File: config.mk
export PLATFORM = sky130hd
export DESIGN_NAME = buck_step_ctrl
export DESIGN_NICKNAME = d
export VERILOG_FILES = /design/src/rtl/buck_pkg.sv /design/src/rtl/buck_pwm_phase.sv /design/src/rtl/buck_step_ctrl.sv
export SDC_FILE = /design/constraint.sdc
export NUM_CORES = 1
export LEC_CHECK = 0
export BUFFER_PORTS_ARGS = -buffer_cell sky130_fd_sc_hd__buf_4
export CORE_ASPECT_RATIO = 1.25
export CORE_UTILIZATION = 30
export DETAILED_ROUTE_END_ITERATION = 7
export PLACE_DENSITY = 0.63
export SKIP_LAST_GASP = 1
export SYNTH_ARGS = -nofsm -noshare
export SYNTH_HDL_FRONTEND = slang
export SYNTH_SLANG_ARGS = --single-unit
File: constraint.sdc
create_clock -name clk_i -period 4.68 [get_ports clk_i]
set_input_delay 0.936 -clock clk_i [delete_from_list [all_inputs] [get_ports clk_i]]
set_output_delay 0.936 -clock clk_i [all_outputs]
set_load 0.1 [all_outputs]
File: src/rtl/buck_pkg.sv
// -----------------------------------------------------------------------------
// buck_pkg
// Shared definitions for the buck-converter step sequencer:
//   - default widths of the configuration, step and sample datapaths
//   - power-on configuration values (period 100, duty 50, amp 10, steps 0)
//   - the sequencer state encoding
// -----------------------------------------------------------------------------
package buck_pkg;

  localparam int BUCK_CNT_W  = 7;   // period/duty/phase counters
  localparam int BUCK_STEP_W = 14;  // step counters
  localparam int BUCK_AMP_W  = 4;   // source amplitude
  localparam int BUCK_SAMP_W = 32;  // captured solver sample

  localparam int DEF_PERIOD = 100;
  localparam int DEF_DUTY   = 50;
  localparam int DEF_AMP    = 10;
  localparam int DEF_STEPS  = 0;    // 0 selects free-run

  typedef enum logic [1:0] {
    S_IDLE,
    S_STEP,
    S_WAIT,
    S_DONE
  } state_e;

endpackage

File: src/rtl/buck_pwm_phase.sv
// -----------------------------------------------------------------------------
// buck_pwm_phase
// Switching-phase counter for the buck source waveform. Holds the phase of the
// step currently presented to the solver and registers the matching switch
// state and gated source amplitude.
//
// Ports:
//   clk_i, rst_i  clock, synchronous active-high reset
//   clear_i       start of a run: present phase 0
//   advance_i     move to the next step's phase (wraps after period_i-1)
//   period_i      switching period in steps (caller guarantees >= 2)
//   duty_i        on-steps per period
//   amp_i         source amplitude while the switch is on
//   phase_o       phase of the step currently presented
//   sw_o          switch state for the current step
//   e_val_o       source value for the current step
// -----------------------------------------------------------------------------
module buck_pwm_phase
  import buck_pkg::*;
#(
  parameter int CNT_W = BUCK_CNT_W,
  parameter int AMP_W = BUCK_AMP_W
) (
  input  logic             clk_i,
  input  logic             rst_i,
  input  logic             clear_i,
  input  logic             advance_i,
  input  logic [CNT_W-1:0] period_i,
  input  logic [CNT_W-1:0] duty_i,
  input  logic [AMP_W-1:0] amp_i,
  output logic [CNT_W-1:0] phase_o,
  output logic             sw_o,
  output logic [AMP_W-1:0] e_val_o
);

  logic [CNT_W-1:0] r_phase;
  logic             r_sw;
  logic [AMP_W-1:0] r_e_val;
  logic [CNT_W-1:0] w_phase_next;
  logic             w_sw_next;

  // NOTE: every signal written in always_comb gets a default first, so no
  // path through the block can leave it unassigned and infer a latch.
  always_comb begin
    w_phase_next = r_phase + 1'b1;
    if (clear_i || (r_phase >= period_i - 1'b1)) begin
      w_phase_next = '0;
    end
    // duty >= period keeps the switch on for every phase; duty 0 keeps it off.
    w_sw_next = (w_phase_next < duty_i);
  end

  // NOTE: sequential state uses non-blocking assignments so every register
  // samples pre-edge values, independent of statement order.
  always_ff @(posedge clk_i) begin
    if (rst_i) begin
      r_phase <= '0;
      r_sw    <= 1'b0;
      r_e_val <= '0;
    end else if (clear_i || advance_i) begin
      r_phase <= w_phase_next;
      r_sw    <= w_sw_next;
      r_e_val <= w_sw_next ? amp_i : '0;
    end
  end

  assign phase_o = r_phase;
  assign sw_o    = r_sw;
  assign e_val_o = r_e_val;

endmodule

File: src/rtl/buck_step_ctrl.sv
// -----------------------------------------------------------------------------
// buck_step_ctrl
// Handshaked step sequencer for the buck-converter solver. Each step presents
// the switched source waveform, strobes the solver, waits for its completion
// and captures the output-voltage sample.
//
// Ports:
//   clk_i, rst_i            clock, synchronous active-high reset
//   cfg_valid_i/ready_o     config write handshake (ready in IDLE/DONE only)
//   cfg_period/duty/amp/steps_i  waveform and run-length configuration
//   start_i, stop_i         begin a run / end it after the current step
//   step_o                  one-cycle step strobe to the solver
//   e_val_o, sw_o           source value and switch state for the step
//   solver_done_i, v2_i     solver completion and output voltage
//   sample_o/valid_o/idx_o  captured sample, capture strobe, step index
//   busy_o, done_o          run in progress / run finished
// -----------------------------------------------------------------------------
module buck_step_ctrl
  import buck_pkg::*;
#(
  parameter int CNT_W  = BUCK_CNT_W,
  parameter int STEP_W = BUCK_STEP_W,
  parameter int AMP_W  = BUCK_AMP_W,
  parameter int SAMP_W = BUCK_SAMP_W
) (
  input  logic              clk_i,
  input  logic              rst_i,
  input  logic              cfg_valid_i,
  output logic              cfg_ready_o,
  input  logic [CNT_W-1:0]  cfg_period_i,
  input  logic [CNT_W-1:0]  cfg_duty_i,
  input  logic [AMP_W-1:0]  cfg_amp_i,
  input  logic [STEP_W-1:0] cfg_steps_i,
  input  logic              start_i,
  input  logic              stop_i,
  output logic              step_o,
  output logic [AMP_W-1:0]  e_val_o,
  output logic              sw_o,
  input  logic              solver_done_i,
  input  logic [SAMP_W-1:0] v2_i,
  output logic [SAMP_W-1:0] sample_o,
  output logic              sample_valid_o,
  output logic [STEP_W-1:0] sample_idx_o,
  output logic              busy_o,
  output logic              done_o
);

  state_e            r_state, w_state_next;
  logic [CNT_W-1:0]  r_period, r_duty;
  logic [AMP_W-1:0]  r_amp;
  logic [STEP_W-1:0] r_steps, r_count, w_count_next;
  logic              r_stop_pending;
  logic [SAMP_W-1:0] r_sample;
  logic [STEP_W-1:0] r_sample_idx;
  logic              r_sample_valid;

  logic              w_cfg_load, w_start, w_complete, w_last;
  logic [CNT_W-1:0]  w_period_in, w_period_eff, w_duty_eff;
  logic [AMP_W-1:0]  w_amp_eff;

  // A period below 2 would leave no room for an off-phase; clamp it to 2.
  assign w_period_in = (cfg_period_i < CNT_W'(2)) ? CNT_W'(2) : cfg_period_i;
  assign w_cfg_load  = cfg_valid_i & cfg_ready_o;

  // A config written in the same cycle as start_i must shape step 0, so the
  // waveform generator sees the incoming values rather than the old registers.
  assign w_period_eff = w_cfg_load ? w_period_in : r_period;
  assign w_duty_eff   = w_cfg_load ? cfg_duty_i  : r_duty;
  assign w_amp_eff    = w_cfg_load ? cfg_amp_i   : r_amp;

  always_comb begin
    w_state_next = r_state;
    cfg_ready_o  = 1'b0;
    step_o       = 1'b0;
    busy_o       = 1'b0;
    done_o       = 1'b0;
    w_start      = 1'b0;
    w_complete   = 1'b0;
    w_count_next = r_count + 1'b1;
    // A stop arriving together with the completion still ends the run there.
    w_last = r_stop_pending | stop_i |
             ((r_steps != '0) && (w_count_next == r_steps));
    case (r_state)
      S_IDLE, S_DONE: begin
        cfg_ready_o = 1'b1;
        done_o      = (r_state == S_DONE);
        if (start_i) begin
          w_start      = 1'b1;
          w_state_next = S_STEP;
        end
      end
      S_STEP: begin
        step_o       = 1'b1;
        busy_o       = 1'b1;
        w_state_next = S_WAIT;
      end
      S_WAIT: begin
        busy_o = 1'b1;
        if (solver_done_i) begin
          w_complete   = 1'b1;
          w_state_next = w_last ? S_DONE : S_STEP;
        end
      end
      default: w_state_next = S_IDLE;
    endcase
  end

  always_ff @(posedge clk_i) begin
    if (rst_i) begin
      r_state <= S_IDLE;
    end else begin
      r_state <= w_state_next;
    end
  end

  always_ff @(posedge clk_i) begin
    if (rst_i) begin
      r_period       <= CNT_W'(DEF_PERIOD);
      r_duty         <= CNT_W'(DEF_DUTY);
      r_amp          <= AMP_W'(DEF_AMP);
      r_steps        <= STEP_W'(DEF_STEPS);
      r_count        <= '0;
      r_stop_pending <= 1'b0;
      r_sample       <= '0;
      r_sample_idx   <= '0;
      r_sample_valid <= 1'b0;
    end else begin
      r_sample_valid <= 1'b0;
      if (w_cfg_load) begin
        r_period <= w_period_in;
        r_duty   <= cfg_duty_i;
        r_amp    <= cfg_amp_i;
        r_steps  <= cfg_steps_i;
      end
      if (w_start) begin
        r_count        <= '0;
        r_stop_pending <= 1'b0;
      end else begin
        if (busy_o && stop_i) begin
          r_stop_pending <= 1'b1;
        end
        if (w_complete) begin
          r_sample       <= v2_i;
          r_sample_idx   <= r_count;
          r_sample_valid <= 1'b1;
          r_count        <= w_count_next;  // wraps naturally in free-run
        end
      end
    end
  end

  // The waveform only moves when another step follows; after the final step
  // the outputs stay on the last step's values until the next start.
  buck_pwm_phase #(
    .CNT_W (CNT_W),
    .AMP_W (AMP_W)
  ) u_pwm (
    .clk_i     (clk_i),
    .rst_i     (rst_i),
    .clear_i   (w_start),
    .advance_i (w_complete && (w_state_next == S_STEP)),
    .period_i  (w_period_eff),
    .duty_i    (w_duty_eff),
    .amp_i     (w_amp_eff),
    .phase_o   (),
    .sw_o      (sw_o),
    .e_val_o   (e_val_o)
  );

  assign sample_o       = r_sample;
  assign sample_idx_o   = r_sample_idx;
  assign sample_valid_o = r_sample_valid;

endmodule

Word-level counts from Yosys, hierarchy flattened

Index checks and enable logic that the tools add are counted.

Add/sub/neg operators: 3
Multiply operators: 0
Divide/modulo/power cells: 0
Magnitude comparators: 3
Equality and inequality tests: 5
Shift operators: 0
Multiplexer cells: 19
Bitwise gates (word level): 4
Reduce and logical (&&, ||, !) cells: 11

Operators by type and width:

| kind                                                                          | number |
|---|---|
| 7-bit two-way mux                                                             | 4 |
| 14-bit by 1-bit adder with 14-bit output (second input constant)              | 1 |
| 14-bit == test                                                                | 1 |
| 14-bit nonzero test                                                           | 1 |
| 1-bit two-way mux                                                             | 9 |
| 4-bit two-way mux                                                             | 2 |
| 7-bit by 1-bit adder with 7-bit output (second input constant)                | 1 |
| 7-bit greater-or-equal comparator                                             | 1 |
| 7-bit by 2-bit less-than comparator with 1-bit output (second input constant) | 1 |
| 7-bit less-than comparator                                                    | 1 |
| 7-bit by 1-bit subtractor with 7-bit output (second input constant)           | 1 |
| 2-bit two-way mux                                                             | 3 |
| 2-bit case mux with 3 select lines                                            | 1 |
| 2-bit OR reduction                                                            | 3 |
| 2-bit by 1-bit == test with 1-bit output (second input constant)              | 2 |
| 2-bit == test (second input constant)                                         | 2 |
| 1-bit logical AND                                                             | 3 |
| 2-bit zero test                                                               | 1 |
| 1-bit logical OR                                                              | 2 |
| 1-bit bitwise OR                                                              | 2 |
| 2-bit AND reduction                                                           | 1 |
| 1-bit AND                                                                     | 1 |
| 1-bit NOT                                                                     | 1 |

Bits in registers: 108
Latch bits: 0
Bits in writable memories: 0
Memory bits (read-only): 0
Memories kept: 0

Logic depth before layout (Yosys ltp)

Word-level depth: 11
Depth in mapped cells: 22
Depth with buffers taken out: 21

Modules after synthesis

From an unflattened synthesis, not the netlist that was laid out.

Cell total of the unflattened synthesis: 669
Area, all modules: 5,308.8 um^2

Modules (own cells, without submodules):

| module         | instances | cells each | area an instance (um^2) |
|---|---|---|---|
| buck_step_ctrl | 1         | 531        | 4,129.0 |
| buck_pwm_phase | 1         | 138        | 1,179.9 |

Worst setup path after synthesis

No wires, ideal clock.

Path type: register to register
Start: register r_state[0]
End: register u_pwm.r_e_val[0], in the netlist u_pwm.e_val_o[0]
Library setup time: 0.061 ns
Data arrival time: 5.109 ns
Required time: 4.619 ns
Slack: -0.489 ns
Cell stages (with the launch flop): 22
Period minus slack after synthesis: 5.169 ns
Cell sequence: dfxtp_1 inv_1 ha_1 clkbuf_1 nand2_1 a2bb2oi_1 nand3_1 o21bai_1 xnor2_1 ha_1 a21o_1 a221o_1 a21o_1 nor2_1 ha_1 a21o_1 a21oi_1 o21ai_0 or3_1 o21bai_1 o211a_1 a31o_2

Cells in the longest elaborated chain, start to end: 11
Elaborated cells on any way between the ends: 24

RTL lines:

| what                                             | line                  | text |
|---|---|---|
| from (decl)                                      | buck_step_ctrl.sv:48  | `state_e r_state, w_state_next;` |
| from (signal assigned)                           | buck_step_ctrl.sv:112 | `r_state <= w_state_next;` |
| 2-bit == test or 2-bit zero test (tied branches) | buck_step_ctrl.sv:83  | `case (r_state)` |
| 2-bit OR reduction (*)                           | buck_step_ctrl.sv:83  |  |
| 1-bit two-way mux (*)                            | buck_step_ctrl.sv:83  |  |
| via cfg_ready_o                                  | buck_step_ctrl.sv:29  | `output logic cfg_ready_o,` |
| 1-bit AND (*)                                    | buck_step_ctrl.sv:63  | `assign w_cfg_load = cfg_valid_i & cfg_ready_o;` |
| 7-bit two-way mux (*)                            | --                    |  |
| 7-bit by 1-bit subtractor with 7-bit output (*)  | buck_pwm_phase.sv:46  | `if (clear_i \|\| (r_phase >= period_i - 1'b1)) begin` |
| 7-bit greater-or-equal comparator (*)            | buck_pwm_phase.sv:46  |  |
| 1-bit logical OR (*)                             | buck_pwm_phase.sv:46  |  |
| 7-bit two-way mux (*)                            | buck_pwm_phase.sv:46  |  |
| via u_pwm.w_phase_next[3]                        | buck_pwm_phase.sv:39  | `logic [CNT_W-1:0] w_phase_next;` |
| 7-bit less-than comparator (*)                   | buck_pwm_phase.sv:50  | `w_sw_next = (w_phase_next < duty_i);` |
| 4-bit two-way mux (*)                            | buck_pwm_phase.sv:63  | `r_e_val <= w_sw_next ? amp_i : '0;` |
| to (signal assigned)                             | buck_pwm_phase.sv:63  |  |
| to (decl)                                        | buck_pwm_phase.sv:38  | `logic [AMP_W-1:0] r_e_val;` |

The timed path passes the listed nets; every way through them passes the cells marked *.
A chain may end at the register's enable or synchronous reset.

Worst setup path in the final report

Start: input port cfg_period_i[4]
End: register u_pwm.r_e_val[0], in the netlist u_pwm.e_val_o[0]

Cells in the longest elaborated chain, start to end: 9

RTL lines:

| what                                                  | line                 | text |
|---|---|---|
| from (decl)                                           | buck_step_ctrl.sv:30 | `input logic [CNT_W-1:0] cfg_period_i,` |
| 7-bit by 2-bit less-than comparator with 1-bit output | buck_step_ctrl.sv:62 | `assign w_period_in = (cfg_period_i < CNT_W'(2)) ? CNT_W'(2) : cfg_period_i;` |
| 7-bit two-way mux (*)                                 | buck_step_ctrl.sv:62 |  |
| 7-bit two-way mux (*)                                 | --                   |  |
| 7-bit by 1-bit subtractor with 7-bit output (*)       | buck_pwm_phase.sv:46 |  |
| 7-bit greater-or-equal comparator (*)                 | buck_pwm_phase.sv:46 |  |
| 1-bit logical OR (*)                                  | buck_pwm_phase.sv:46 |  |
| 7-bit two-way mux (*)                                 | buck_pwm_phase.sv:46 |  |
| via u_pwm.w_phase_next[4]                             | buck_pwm_phase.sv:39 |  |
| 7-bit less-than comparator (*)                        | buck_pwm_phase.sv:50 |  |
| 4-bit two-way mux (*)                                 | buck_pwm_phase.sv:63 |  |

Marked as above.

==> summary.log <==
INFO  critical_path  crit_path_max_fanout=5
INFO  placement      detailed_place_hpwl=9.56mm
INFO  layout         final_layout_size_suffix_gt1_frac=0.251
INFO  global_routing grt_max_degree=78
INFO  clock_tree     clock-root-buffer=clkbuf_16
INFO  outcome        outcome=finished, final reports clean
INFO  global_routing grt_pass1_vias=4466
INFO  placement      preCtsSetupSlack=-0.243ns
INFO  placement      finalWeightedCongestion=0.826
INFO  synthesis      synth-edff-count=0
INFO  layout         finalNetCount=840
INFO  timing         timing.fmax=0.221GHz
INFO  clock_tree     tritoncts=built
INFO  critical_path  critical_path.startpoint_type=input port
INFO  floorplan      core_region_area=16700µm²
INFO  timing         fin_worst_hold_slack=0.455ns
INFO  min_path       worstHoldStart=sample_o[2]$_SDFFE_PP0P_
INFO  timing         clock_period_minus_worst_slack=4.53ns
INFO  timing         final_max_slew_viol_count=0
INFO  critical_path  critPathKind=input port to register
INFO  timing         setup_viol_count_final=0
INFO  synthesis      netlist_instances=629
INFO  power          leakage=2.85nW
INFO  critical_path  regToRegEndpoint=u_pwm.e_val_o[0]$_SDFFE_PP0P_
INFO  layout         area_growth_syn_to_layout=31.5%
INFO  floorplan      die_area=17600µm²
INFO  route          number_of_design_rule_violations_left_by_the_first_detailed_router_iteration=221
INFO  layout         mostFrequentLayoutCell=nand2_1
INFO  global_routing antenna_violations_before_repair=0
INFO  floorplan      dieWidth=119µm
INFO  critical_path  regToRegSetupSlack=0.22ns
INFO  layout         final_cell_area=6720µm²
INFO  critical_path  timing.rr.start=r_state[1]$_SDFF_PP0_
INFO  synthesis      synth.cell_area=5110µm²
INFO  power          vdd.ir_drop.worst=0.252mV
INFO  route          antenna_left=0
INFO  floorplan      top_level_ports=126
INFO  power          total_power=0.00253W
INFO  placement      portBuffers=125
INFO  global_routing overflow=0
INFO  synthesis      net_count_after_synthesis=718
INFO  global_routing grtUsageTotal=0.157
INFO  synthesis      synth_cell_types=56
INFO  clock_tree     clock_tree.buffer_depth=2
INFO  critical_path  crit_path_end_kind=register
INFO  timing         timing.final.ws_setup=0.153ns
INFO  placement      placedInstanceArea=6370µm²
INFO  global_routing grt_first_pass_wirelength=21.9mm
INFO  critical_path  worst-endpoint-required=4.99ns
INFO  critical_path  crit_arrival=4.83ns
INFO  synthesis      dominant_synthesized_flop_cell=dfxtp_1
INFO  layout         final_util=0.402
INFO  route          drtPass1Iterations=4
INFO  timing         post-route-period-util=0.967
INFO  floorplan      starting_density_of_the_core=0.306
INFO  power          power_per_cell_area=376nW/µm²
INFO  synthesis      ys_ff_latch=108
INFO  clock_tree     cts_buffers=9
INFO  synthesis      ys_async_sr_fraction=0
INFO  synthesis      yosysWarningCount=0
INFO  critical_path  reg2regPathDepth=20
INFO  timing         worst_clock_skew=0.00669ns
INFO  route          detail_route.vias_per_cell=4.83
INFO  route          routed-via-count=4718
INFO  layout         layout_common_cells=nand2_1, buf_4, dfxtp_1
INFO  layout         antennaDiodeCount=0
INFO  timing         headroom_to_the_max_slew_limit=0.446
INFO  route          detail_route.wl_per_cell=13.7µm
INFO  clock_tree     worstSkewPairLatency=0.36ns
INFO  min_path       whs_endpoint=sample_o[2]$_SDFFE_PP0P_
INFO  clock_tree     cts.reportedPaths.clkPinSlew=0.07ns
INFO  timing         worst-slew-pin-transition=0.831ns
INFO  route          remaining_drc_errors=0
INFO  floorplan      rows=53
INFO  min_path       holdCritPathClass=register to register
INFO  clock_tree     htree_num_levels=3
INFO  synthesis      synth.yosys.seq_area_share=0.423
INFO  route          postRouteWirelength=13.4mm
INFO  synthesis      syn_avg_cell_area=8.12µm²
INFO  clock_tree     clock_sink_count=108
INFO  min_path       whs_path_depth=2
INFO  flow_run       number_of_violations_of_the_max_capacitance_limit=0
INFO  clock_tree     postCtsHoldBufs=0
INFO  timing         report.final.hold_viol_count=0
INFO  floorplan      height_of_the_chip=148µm
final cells by class:
cell class	instances	area [µm²]
Timing Repair Buffer	151	1130
Tap cell	220	275
Fill cell	1711	9990
Sequential cell	108	2160
Clock buffer	11	243
Multi-Input combinational cell	469	2820
Inverter	12	45.0
Clock inverter	5	36.3
critical path: stages:
cell and delay, ns:
buf_4 0.12, nor2_4 0.11, nand2_2 0.07, o31ai_4 0.26, a2bb2oi_2 0.21, nand3_1 0.12
o21bai_4 0.19, xnor2_1 0.13, ha_1 0.32, a21o_1 0.18, a221o_1 0.33, a21o_1 0.18
buf_4 0.16, nor2_2 0.13, ha_1 0.25, a21oi_1 0.13, o21ai_1 0.11, or3_4 0.42
o21bai_4 0.19, o211a_1 0.18, a31o_2 0.09
report_power, final:
| group | internal [W] | switching, W | total (W) |
|---|---|---|---|
| Clock | 0.000377 | 0.000361 | 0.000738 |
| Combinational | 0.000275 | 0.000493 | 0.000769 |
| Sequential | 0.000978 | 0.0000419 | 0.00102 |
| Total | 0.00163 | 0.000896 | 0.00253 |
flip-flops by register name, summed over array words and instances, names as in the netlist:
signal / count
sample_idx_o: 14
r_steps: 14
u_pwm.phase_o: 7
r_count: 14
r_stop_pending: 1
r_amp: 4
sample_o: 32
sample_valid_o: 1
u_pwm.e_val_o: 4
u_pwm.sw_o: 1
r_period: 7
r_duty: 7
r_state: 2
metal layers:
layer	track usage	up-vias	part of all wire	wire (µm)
met5	0	-	0	0
met4	0.0658	0	0.023	308
li1	-	2413	-	-
met3	0.0409	21	0.055	732
met1	0.185	2162	0.43	5710
met2	0.268	122	0.50	6630
cells by family after synthesis:
| group | synth area share |
|---|---|
| buffers and inverters | 0.0431 |
| AOI/OAI and AO/OA | 0.165 |
| and+or+nand+nor | 0.229 |
| DFF | 0.423 |
| muxes | 0.0333 |
| xor gates and xnor gates | 0.0600 |
| adders and majority gates | 0.0465 |
synth_stat cells, types with 2 or more instances:
| cell | number | area, µm² |
|---|---|---|
| nand4_1 | 6 | 37.5 |
| buf_2 | 2 | 10.0 |
| and2_1 | 4 | 25.0 |
| o21bai_1 | 2 | 15.0 |
| xnor2_1 | 23 | 201 |
| a211o_1 | 2 | 17.5 |
| nor2_1 | 41 | 154 |
| nand3_1 | 12 | 60.1 |
| nor4_1 | 7 | 43.8 |
| mux2i_1 | 17 | 170 |
| clkbuf_1 | 33 | 124 |
| inv_1 | 11 | 41.3 |
| dfxtp_1 | 108 | 2160 |
| o2111a_1 | 2 | 22.5 |
| a311oi_1 | 3 | 26.3 |
| nand4b_1 | 3 | 26.3 |
| o211ai_1 | 3 | 22.5 |
| a31o_2 | 7 | 61.3 |
| buf_6 | 2 | 22.5 |
| or3_1 | 3 | 18.8 |
| and3_1 | 6 | 37.5 |
| a31oi_1 | 5 | 31.3 |
| xor2_1 | 12 | 105 |
| o21ai_0 | 7 | 35.0 |
| a21o_1 | 4 | 30.0 |
| buf_4 | 2 | 15.0 |
| nor3_1 | 10 | 50.1 |
| ha_1 | 19 | 238 |
| a21oi_1 | 74 | 370 |
| o41ai_1 | 2 | 17.5 |
| nand2_1 | 159 | 597 |
| o211a_1 | 8 | 80.1 |
| and4_1 | 4 | 35.0 |
| nor3b_1 | 4 | 30.0 |
timing repair:
action,in CTS,in global routing
buffers inserted,0,1
resized for setup,0,13
endpoints found under the setup margin,0,5
stage by stage:
stage          instances  setup TNS, ns
2_1_floorplan        629              0
3_3_place_gp         959         -0.973
3_5_place_dp         959          -1.20
4_1_cts              975              0
5_1_grt              976         -0.103
6_report             976              0
worst max path at each step:
stage	start	to	slack [ns]	depth (start not counted)
2_1_floorplan	r_state[0]$_SDFF_PP0_	u_pwm.sw_o$_SDFFE_PP0P_	0.03	22
3_3_place_gp	cfg_period_i[4]	u_pwm.e_val_o[3]$_SDFFE_PP0P_	-0.20	21
3_5_place_dp	cfg_period_i[4]	u_pwm.e_val_o[0]$_SDFFE_PP0P_	-0.24	21
4_1_cts	cfg_period_i[4]	u_pwm.e_val_o[0]$_SDFFE_PP0P_	0.11	21
5_1_grt	cfg_period_i[4]	u_pwm.e_val_o[0]$_SDFFE_PP0P_	-0.03	21
6_report	cfg_period_i[4]	u_pwm.e_val_o[0]$_SDFFE_PP0P_	0.15	21
(Power assumes the default switching activity.)
